File: config.mk
export PLATFORM = sky130hd
export DESIGN_NAME = touch_key_tx
export DESIGN_NICKNAME = d
export VERILOG_FILES = /design/src/rtl/touch_key_tx_pkg.sv /design/src/rtl/touch_key_tx_bounce_gen.sv /design/src/rtl/touch_key_tx.sv
export SDC_FILE = /design/constraint.sdc
export NUM_CORES = 1
export LEC_CHECK = 0
export ABC_AREA = 1
export CAP_MARGIN = 0
export CORE_MARGIN = 2
export CORE_UTILIZATION = 59
export DETAILED_ROUTE_END_ITERATION = 6
export GPL_TIMING_DRIVEN = 0
export PLACE_DENSITY = 0.78
export SLEW_MARGIN = 15
export SYNTH_ARGS = -nofsm -noshare
export SYNTH_HDL_FRONTEND = slang
export SYNTH_SLANG_ARGS = --single-unit
File: constraint.sdc
create_clock -name sys_clk -period 3 [get_ports sys_clk]
set_clock_uncertainty 0.2 [all_clocks]
set_input_delay 0.6 -clock sys_clk [delete_from_list [all_inputs] [get_ports sys_clk]]
set_output_delay 0.6 -clock sys_clk [all_outputs]
set_load 0.005 [all_outputs]
File: src/rtl/touch_key_tx_pkg.sv
// Shared definitions for the touch-key emulator: FSM state encoding,
// default timing constants and a hold-length normalisation helper.
package touch_key_tx_pkg;

    typedef enum logic [2:0] {
        ST_IDLE  = 3'd0,
        ST_B_ON  = 3'd1,
        ST_HOLD  = 3'd2,
        ST_B_OFF = 3'd3,
        ST_GAP   = 3'd4
    } state_t;

    localparam int unsigned DEF_BOUNCE_N   = 3;
    localparam int unsigned DEF_BOUNCE_CYC = 16;
    localparam int unsigned DEF_GAP_CYC    = 1000;

    // A zero hold length still produces one stable-high clock.
    function automatic logic [15:0] eff_hold(input logic [15:0] len);
        return (len == '0) ? 16'd1 : len;
    endfunction

endpackage

File: src/rtl/touch_key_tx_bounce_gen.sv
// tkt_bounce_gen: square-wave burst generator used for contact bounce.
// After a start pulse it produces BOUNCE_N periods, each BOUNCE_CYC clocks
// at 'polarity' followed by BOUNCE_CYC clocks at ~polarity.
// Ports:
//   sys_clk, sys_rst : clock, synchronous active-high reset
//   start            : load and begin a burst (takes effect at this edge)
//   polarity         : level of the first half-period
//   wave_next        : level the wave will have in the next cycle
//   done             : high in the last clock of the burst
module tkt_bounce_gen #(
    parameter int unsigned BOUNCE_N   = 3,
    parameter int unsigned BOUNCE_CYC = 16
) (
    input  logic sys_clk,
    input  logic sys_rst,
    input  logic start,
    input  logic polarity,
    output logic wave_next,
    output logic done
);

    localparam int unsigned RW = (BOUNCE_N < 2) ? 1 : $clog2(BOUNCE_N + 1);

    logic [15:0]   cnt, cnt_n;
    logic [RW-1:0] rep, rep_n;
    logic          half, half_n;
    logic          act, act_n;
    logic          pol_q, pol_n;

    always_comb begin
        cnt_n  = cnt;
        rep_n  = rep;
        half_n = half;
        act_n  = act;
        pol_n  = pol_q;
        if (start) begin
            act_n  = 1'b1;
            cnt_n  = 16'(BOUNCE_CYC);
            half_n = 1'b0;
            rep_n  = RW'(BOUNCE_N);
            pol_n  = polarity;
        end else if (act) begin
            if (cnt == 16'd1) begin
                if (!half) begin
                    half_n = 1'b1;
                    cnt_n  = 16'(BOUNCE_CYC);
                end else if (rep == RW'(1)) begin
                    act_n  = 1'b0;
                    half_n = 1'b0;
                end else begin
                    rep_n  = rep - RW'(1);
                    half_n = 1'b0;
                    cnt_n  = 16'(BOUNCE_CYC);
                end
            end else begin
                cnt_n = cnt - 16'd1;
            end
        end
    end

    always_ff @(posedge sys_clk) begin
        if (sys_rst) begin
            cnt   <= '0;
            rep   <= '0;
            half  <= 1'b0;
            act   <= 1'b0;
            pol_q <= 1'b0;
        end else begin
            cnt   <= cnt_n;
            rep   <= rep_n;
            half  <= half_n;
            act   <= act_n;
            pol_q <= pol_n;
        end
    end

    // Exposed one cycle early so the parent can register touch_key.
    assign wave_next = pol_n ^ half_n;
    assign done      = act && (cnt == 16'd1) && half && (rep == RW'(1));

endmodule

File: src/rtl/touch_key_tx.sv
// touch_key_tx: emulates a mechanical/touch key press sequence.
// Per accepted request: press bounce, stable hold, release bounce, low gap.
// Ports:
//   sys_clk, sys_rst : clock, synchronous active-high reset
//   req              : press request (level)
//   hold_len         : stable-high clocks, latched on acceptance (0 -> 1)
//   ack              : one-cycle acceptance pulse
//   busy             : high while a press sequence runs
//   done             : one-cycle pulse after the gap
//   touch_key        : registered emulated key waveform
//   press_cnt        : completed-press counter, wraps at 256
module touch_key_tx
    import touch_key_tx_pkg::*;
#(
    parameter int unsigned BOUNCE_N   = DEF_BOUNCE_N,
    parameter int unsigned BOUNCE_CYC = DEF_BOUNCE_CYC,
    parameter int unsigned GAP_CYC    = DEF_GAP_CYC
) (
    input  logic        sys_clk,
    input  logic        sys_rst,
    input  logic        req,
    input  logic [15:0] hold_len,
    output logic        ack,
    output logic        busy,
    output logic        done,
    output logic        touch_key,
    output logic [7:0]  press_cnt
);

    state_t      state, state_n;
    logic [15:0] dur_cnt, dur_n;
    logic [15:0] hold_q, hold_n;
    logic        accept;
    logic        b_start, b_pol, b_wave_next, b_done;
    logic        tk_n, ack_n, busy_n, done_n;

    tkt_bounce_gen #(
        .BOUNCE_N   (BOUNCE_N),
        .BOUNCE_CYC (BOUNCE_CYC)
    ) u_bounce (
        .sys_clk   (sys_clk),
        .sys_rst   (sys_rst),
        .start     (b_start),
        .polarity  (b_pol),
        .wave_next (b_wave_next),
        .done      (b_done)
    );

    // State register
    always_ff @(posedge sys_clk) begin
        if (sys_rst) state <= ST_IDLE;
        else         state <= state_n;
    end

    // Next-state logic
    always_comb begin
        state_n = state;
        unique case (state)
            ST_IDLE:  if (req) state_n = (BOUNCE_N > 0) ? ST_B_ON : ST_HOLD;
            ST_B_ON:  if (b_done) state_n = ST_HOLD;
            ST_HOLD:  if (dur_cnt == 16'd1) state_n = (BOUNCE_N > 0) ? ST_B_OFF : ST_GAP;
            ST_B_OFF: if (b_done) state_n = ST_GAP;
            ST_GAP:   if (dur_cnt == 16'd1) state_n = ST_IDLE;
            default:  state_n = ST_IDLE;
        endcase
    end

    // Output / datapath next values; everything visible is registered below,
    // so each value here is what the next cycle will show.
    always_comb begin
        accept  = (state == ST_IDLE) && req;
        b_start = ((state_n == ST_B_ON)  && (state != ST_B_ON)) ||
                  ((state_n == ST_B_OFF) && (state != ST_B_OFF));
        b_pol   = (state_n == ST_B_ON);
        hold_n  = accept ? eff_hold(hold_len) : hold_q;

        dur_n = dur_cnt;
        if ((state_n == ST_HOLD) && (state != ST_HOLD))
            dur_n = (state == ST_IDLE) ? eff_hold(hold_len) : hold_q;
        else if ((state_n == ST_GAP) && (state != ST_GAP))
            dur_n = 16'(GAP_CYC);
        else if ((state == ST_HOLD) || (state == ST_GAP))
            dur_n = dur_cnt - 16'd1;

        unique case (state_n)
            ST_HOLD:           tk_n = 1'b1;
            ST_B_ON, ST_B_OFF: tk_n = b_wave_next;
            default:           tk_n = 1'b0;
        endcase

        ack_n  = accept;
        busy_n = (state_n != ST_IDLE);
        done_n = (state == ST_GAP) && (state_n == ST_IDLE);
    end

    always_ff @(posedge sys_clk) begin
        if (sys_rst) begin
            ack       <= 1'b0;
            busy      <= 1'b0;
            done      <= 1'b0;
            touch_key <= 1'b0;
            press_cnt <= '0;
            dur_cnt   <= '0;
            hold_q    <= '0;
        end else begin
            ack       <= ack_n;
            busy      <= busy_n;
            done      <= done_n;
            touch_key <= tk_n;
            dur_cnt   <= dur_n;
            hold_q    <= hold_n;
            if (done_n) press_cnt <= press_cnt + 8'd1;
        end
    end

endmodule
==> flow_summary.json <==
{
  "synth-edff-count": 0,
  "hpwl_mm": 6.58,
  "fillcell_total": 552,
  "first_pass_grt_wire_length_mm": 15.0,
  "cp_cell_sequence": "ha_1, nand3_1, nor2_1, nand4_1, nand2_1, nand3_2, nor2_8, nand3_4, nand2_2, a21oi_1",
  "clock-sinks": 68,
  "r2r_cells": 10,
  "detail_route.drc_violations": 0,
  "critPathSlowestCell": "sky130_fd_sc_hd__dfxtp_1",
  "vias_in_the_first_global_route": 3360,
  "slew_headroom_pct": 63.8,
  "path_clk_slew_ns": 0.07,
  "power_mw": 2.07,
  "cts_tree": "yes",
  "worst_ir_drop_vdd_v": 0.000327,
  "maxCapViolCount": 0,
  "total_nets_after_synthesis": 558,
  "maximum_number_of_pins_on_one_net_before_global_route_repair": 14,
  "critPathBufInv": 0,
  "cts_hold_repair.buffers": 0,
  "globalRouteMet3Util_pct": 4.72,
  "final_cell_count_no_fill": 655,
  "post-synth-top-area-fraction_pct": 35.8,
  "cts-buffers-inserted": 9,
  "post_drt_via_cell_ratio": 5.56,
  "overflow_after_grt": 0,
  "grt_use_met1_pct": 34.8,
  "max_stage_delay_ns": 0.43,
  "layout.nets": 599,
  "yosys-top-cells-area": "sky130_fd_sc_hd__dfxtp_1 36%, sky130_fd_sc_hd__nor2_1 7.8%, sky130_fd_sc_hd__nand2_1 6.4%",
  "die_height_um": 84.3,
  "yosysWarningCount": 0,
  "area_growth_syn_to_layout_pct": 15.1,
  "global_route.peak_usage_layer": "met2",
  "placement_rows": 29,
  "critPathCapture": "press_cnt[0]$_SDFFE_PP0P_",
  "startpoint_of_the_worst_register_to_register_path": "u_bounce.cnt[0]$_SDFFE_PP0P_",
  "wire_per_inst_um": 13.8,
  "outcome": "completed",
  "worstPathArrival_ns": 2.24,
  "worst-setup-path-type": "flop to flop",
  "required_worst_endpoint_ns": 3.01,
  "place_worst_setup_slack_ns": 0.517,
  "min_delay_path_depth": 2,
  "count_of_placed_standard_cells_including_taps": 639,
  "grt.total_usage_pct": 25.8,
  "post_synth_num_cell_types": 33,
  "crit-reg2reg-capture": "press_cnt[0]$_SDFFE_PP0P_",
  "synth-seq-cells": 68,
  "leakagePower_nw": 1.90,
  "rrSetupSlack_ns": 0.77,
  "worst_setup_path_end_kind": "flop",
  "boundaryPins": 31,
  "globalRouteMet2Util_pct": 41.1,
  "critical_path.startpoint_type": "flop",
  "die_area_mm2": 0.00711,
  "dr.pass1.iters": 5,
  "die-width_um": 84.3,
  "max_freq_mhz": 449,
  "cp_top_family": "simple AND/OR/NAND/NOR gates",
  "netlist_instances": 532,
  "synth_top_area_cell": "sky130_fd_sc_hd__dfxtp_1",
  "drt_iter0_drc": 263,
  "place.port_buffers": 30,
  "synth_area_per_cell_um2": 7.15,
  "rsz0062_at_grt": "false",
  "effective_utilization_at_floorplan_pct": 60.6,
  "period_minus_slack_ns": 2.23,
  "insertion_delay_ns": 0.36,
  "cts-htree-levels": 3,
  "report.final.hold_viol_count": 0,
  "num_vias": 3641,
  "postRouteWirelength_mm": 9.04,
  "grt_antenna_before_repair": 0,
  "cts_resized": 0,
  "cp.depth": 10,
  "placeableCoreArea_mm2": 0.00628,
  "cts_root_buf": "sky130_fd_sc_hd__clkbuf_8",
  "asyncSetResetFlopFracSynth_pct": 0,
  "cts.repair_timing.setup_buffer_count": 0,
  "layout.cell_area.non_filler_mm2": 0.00438,
  "setup-tns-final_ns": 0,
  "dpl-instance-area_mm2": 0.00420,
  "finalSetupViolCount": 0,
  "min-delay-path-class": "flop to flop",
  "number_of_max_slew_violations_in_the_final_report": 0,
  "final_antenna_net_count": 0,
  "critPathMaxFanout": 10,
  "seq_area_frac_synth_pct": 35.8,
  "antennaDiodeCount": 0,
  "cts_max_path_buffers": 2,
  "fin_ws_ns": 0.773,
  "postSynth.topFlopCell": "sky130_fd_sc_hd__dfxtp_1",
  "synth.cell_area_mm2": 0.00381,
  "replace_congestion": 0.900,
  "fraction_of_final_layout_cells_sized_beyond_drive_strength_1_pct": 13.1,
  "worstSetupStartpoint": "u_bounce.cnt[0]$_SDFFE_PP0P_",
  "portion_of_the_clock_cycle_consumed_by_the_worst_path_in_the_final_layout_pct": 74.2,
  "slew_worst_pin_ns": 0.540,
  "power_per_cell_area_mw_per_mm2": 472
}
-- synthesized netlist by cell type, types with 6 or more instances --
cell type / instances
sky130_fd_sc_hd__ha_1: 7
sky130_fd_sc_hd__nand4_1: 17
sky130_fd_sc_hd__inv_1: 52
sky130_fd_sc_hd__o21ai_1: 15
sky130_fd_sc_hd__dfxtp_1: 68
sky130_fd_sc_hd__nor2_1: 79
sky130_fd_sc_hd__a211oi_1: 7
sky130_fd_sc_hd__nor2_2: 8
sky130_fd_sc_hd__nand2_2: 18
sky130_fd_sc_hd__buf_2: 6
sky130_fd_sc_hd__o21ai_0: 35
sky130_fd_sc_hd__nand3_1: 20
sky130_fd_sc_hd__a21oi_1: 42
sky130_fd_sc_hd__nand2_1: 65
sky130_fd_sc_hd__inv_2: 12
sky130_fd_sc_hd__nor3_1: 13
sky130_fd_sc_hd__xor2_1: 20
sky130_fd_sc_hd__nor4_1: 6
sky130_fd_sc_hd__clkbuf_1: 8
sky130_fd_sc_hd__xnor2_1: 10
-- worst min path at each step --
stage / startpoint / to / slack [ns]
finish: hold_q[11]$_SDFFE_PP0P_ / hold_q[11]$_SDFFE_PP0P_ / 0.27
global route: hold_q[11]$_SDFFE_PP0P_ / hold_q[11]$_SDFFE_PP0P_ / 0.29
CTS: hold_q[11]$_SDFFE_PP0P_ / hold_q[11]$_SDFFE_PP0P_ / 0.27
detailed placement: hold_q[11]$_SDFFE_PP0P_ / hold_q[11]$_SDFFE_PP0P_ / 0.25
global placement: hold_q[8]$_SDFFE_PP0P_ / hold_q[8]$_SDFFE_PP0P_ / 0.25
floorplan: hold_q[3]$_SDFFE_PP0P_ / hold_q[3]$_SDFFE_PP0P_ / 0.23
-- final cells by class --
cell class	instances	area, µm²	area share (%)
repair buffers	30	300	6.86
multi-input cells	383	2110	48.2
well taps	77	96.3	2.20
plain buffers	17	93.8	2.14
inverters	64	240	5.48
clock inverters	7	53.8	1.23
flip-flops and latches	68	1360	31.1
clock buffers	9	124	2.83
-- power by group --
part / total [mW] / leakage [nW] / switching, mW / internal, mW
Combinational: 0.394 / 1.26 / 0.248 / 0.146
Sequential: 0.981 / 0.555 / 0.0343 / 0.947
Clock: 0.690 / 0.0814 / 0.389 / 0.302
Total: 2.07 / 1.90 / 0.671 / 1.39
-- placed cells by master (no fill, tap or decap), types with 13 or more instances in the layout --
cell type / netlist / routed
sky130_fd_sc_hd__nor2_1: 79 / 79
sky130_fd_sc_hd__dfxtp_1: 68 / 68
sky130_fd_sc_hd__nand2_1: 65 / 65
sky130_fd_sc_hd__inv_1: 52 / 52
sky130_fd_sc_hd__a21oi_1: 42 / 42
sky130_fd_sc_hd__o21ai_0: 35 / 35
sky130_fd_sc_hd__clkdlybuf4s50_1: 0 / 30
sky130_fd_sc_hd__nand3_1: 20 / 20
sky130_fd_sc_hd__xor2_1: 20 / 20
sky130_fd_sc_hd__nand2_2: 18 / 18
sky130_fd_sc_hd__nand4_1: 17 / 17
sky130_fd_sc_hd__o21ai_1: 15 / 15
sky130_fd_sc_hd__nor3_1: 13 / 13
-- flip-flops by register name, indices dropped and copies added (netlist names) --
register / flops
ack: 1
u_bounce.rep: 2
u_bounce.half: 1
done: 1
dur_cnt: 16
state: 3
hold_q: 16
busy: 1
touch_key: 1
u_bounce.cnt: 16
u_bounce.act: 1
press_cnt: 8
u_bounce.pol_q: 1
-- tightest hold or removal path, delay by kind of cell (launching register included) --
family	cells	cell delay [ns]
simple gates	1	0.06
flops	1	0.31
compound gates	1	0.05
-- stage by stage --
| stage | hold slack, ns | util (%) |
|---|---|---|
| final | 0.271 | 69.8 |
| after global routing | 0.288 | 69.8 |
| after CTS | 0.267 | 69.8 |
| after detailed placement | 0.254 | 67.0 |
| after global placement | 0.250 | 67.0 |
| after floorplan | 0.234 | - |
-- per-layer routing --
layer	part of all wire, %	up-vias
li1	-	1838
met1	48	1688
met2	44	97
met3	5.5	18
met4	1.8	0
met5	0	-
-- kinds of logic (layout without fill, tap and decap cells) --
kind of cell	Yosys count	in the layout	share of synthesized area [%]
adder cells (fa/ha/maj)	7	7	2.30
buffers and inverters	81	127	8.78
flip-flops	68	68	35.8
AND/OR/NAND/NOR	241	241	31.8
AO/OA/AOI/OAI	105	105	14.5
XOR/XNOR	30	30	6.90
Power figures use the tool's default switching activity.
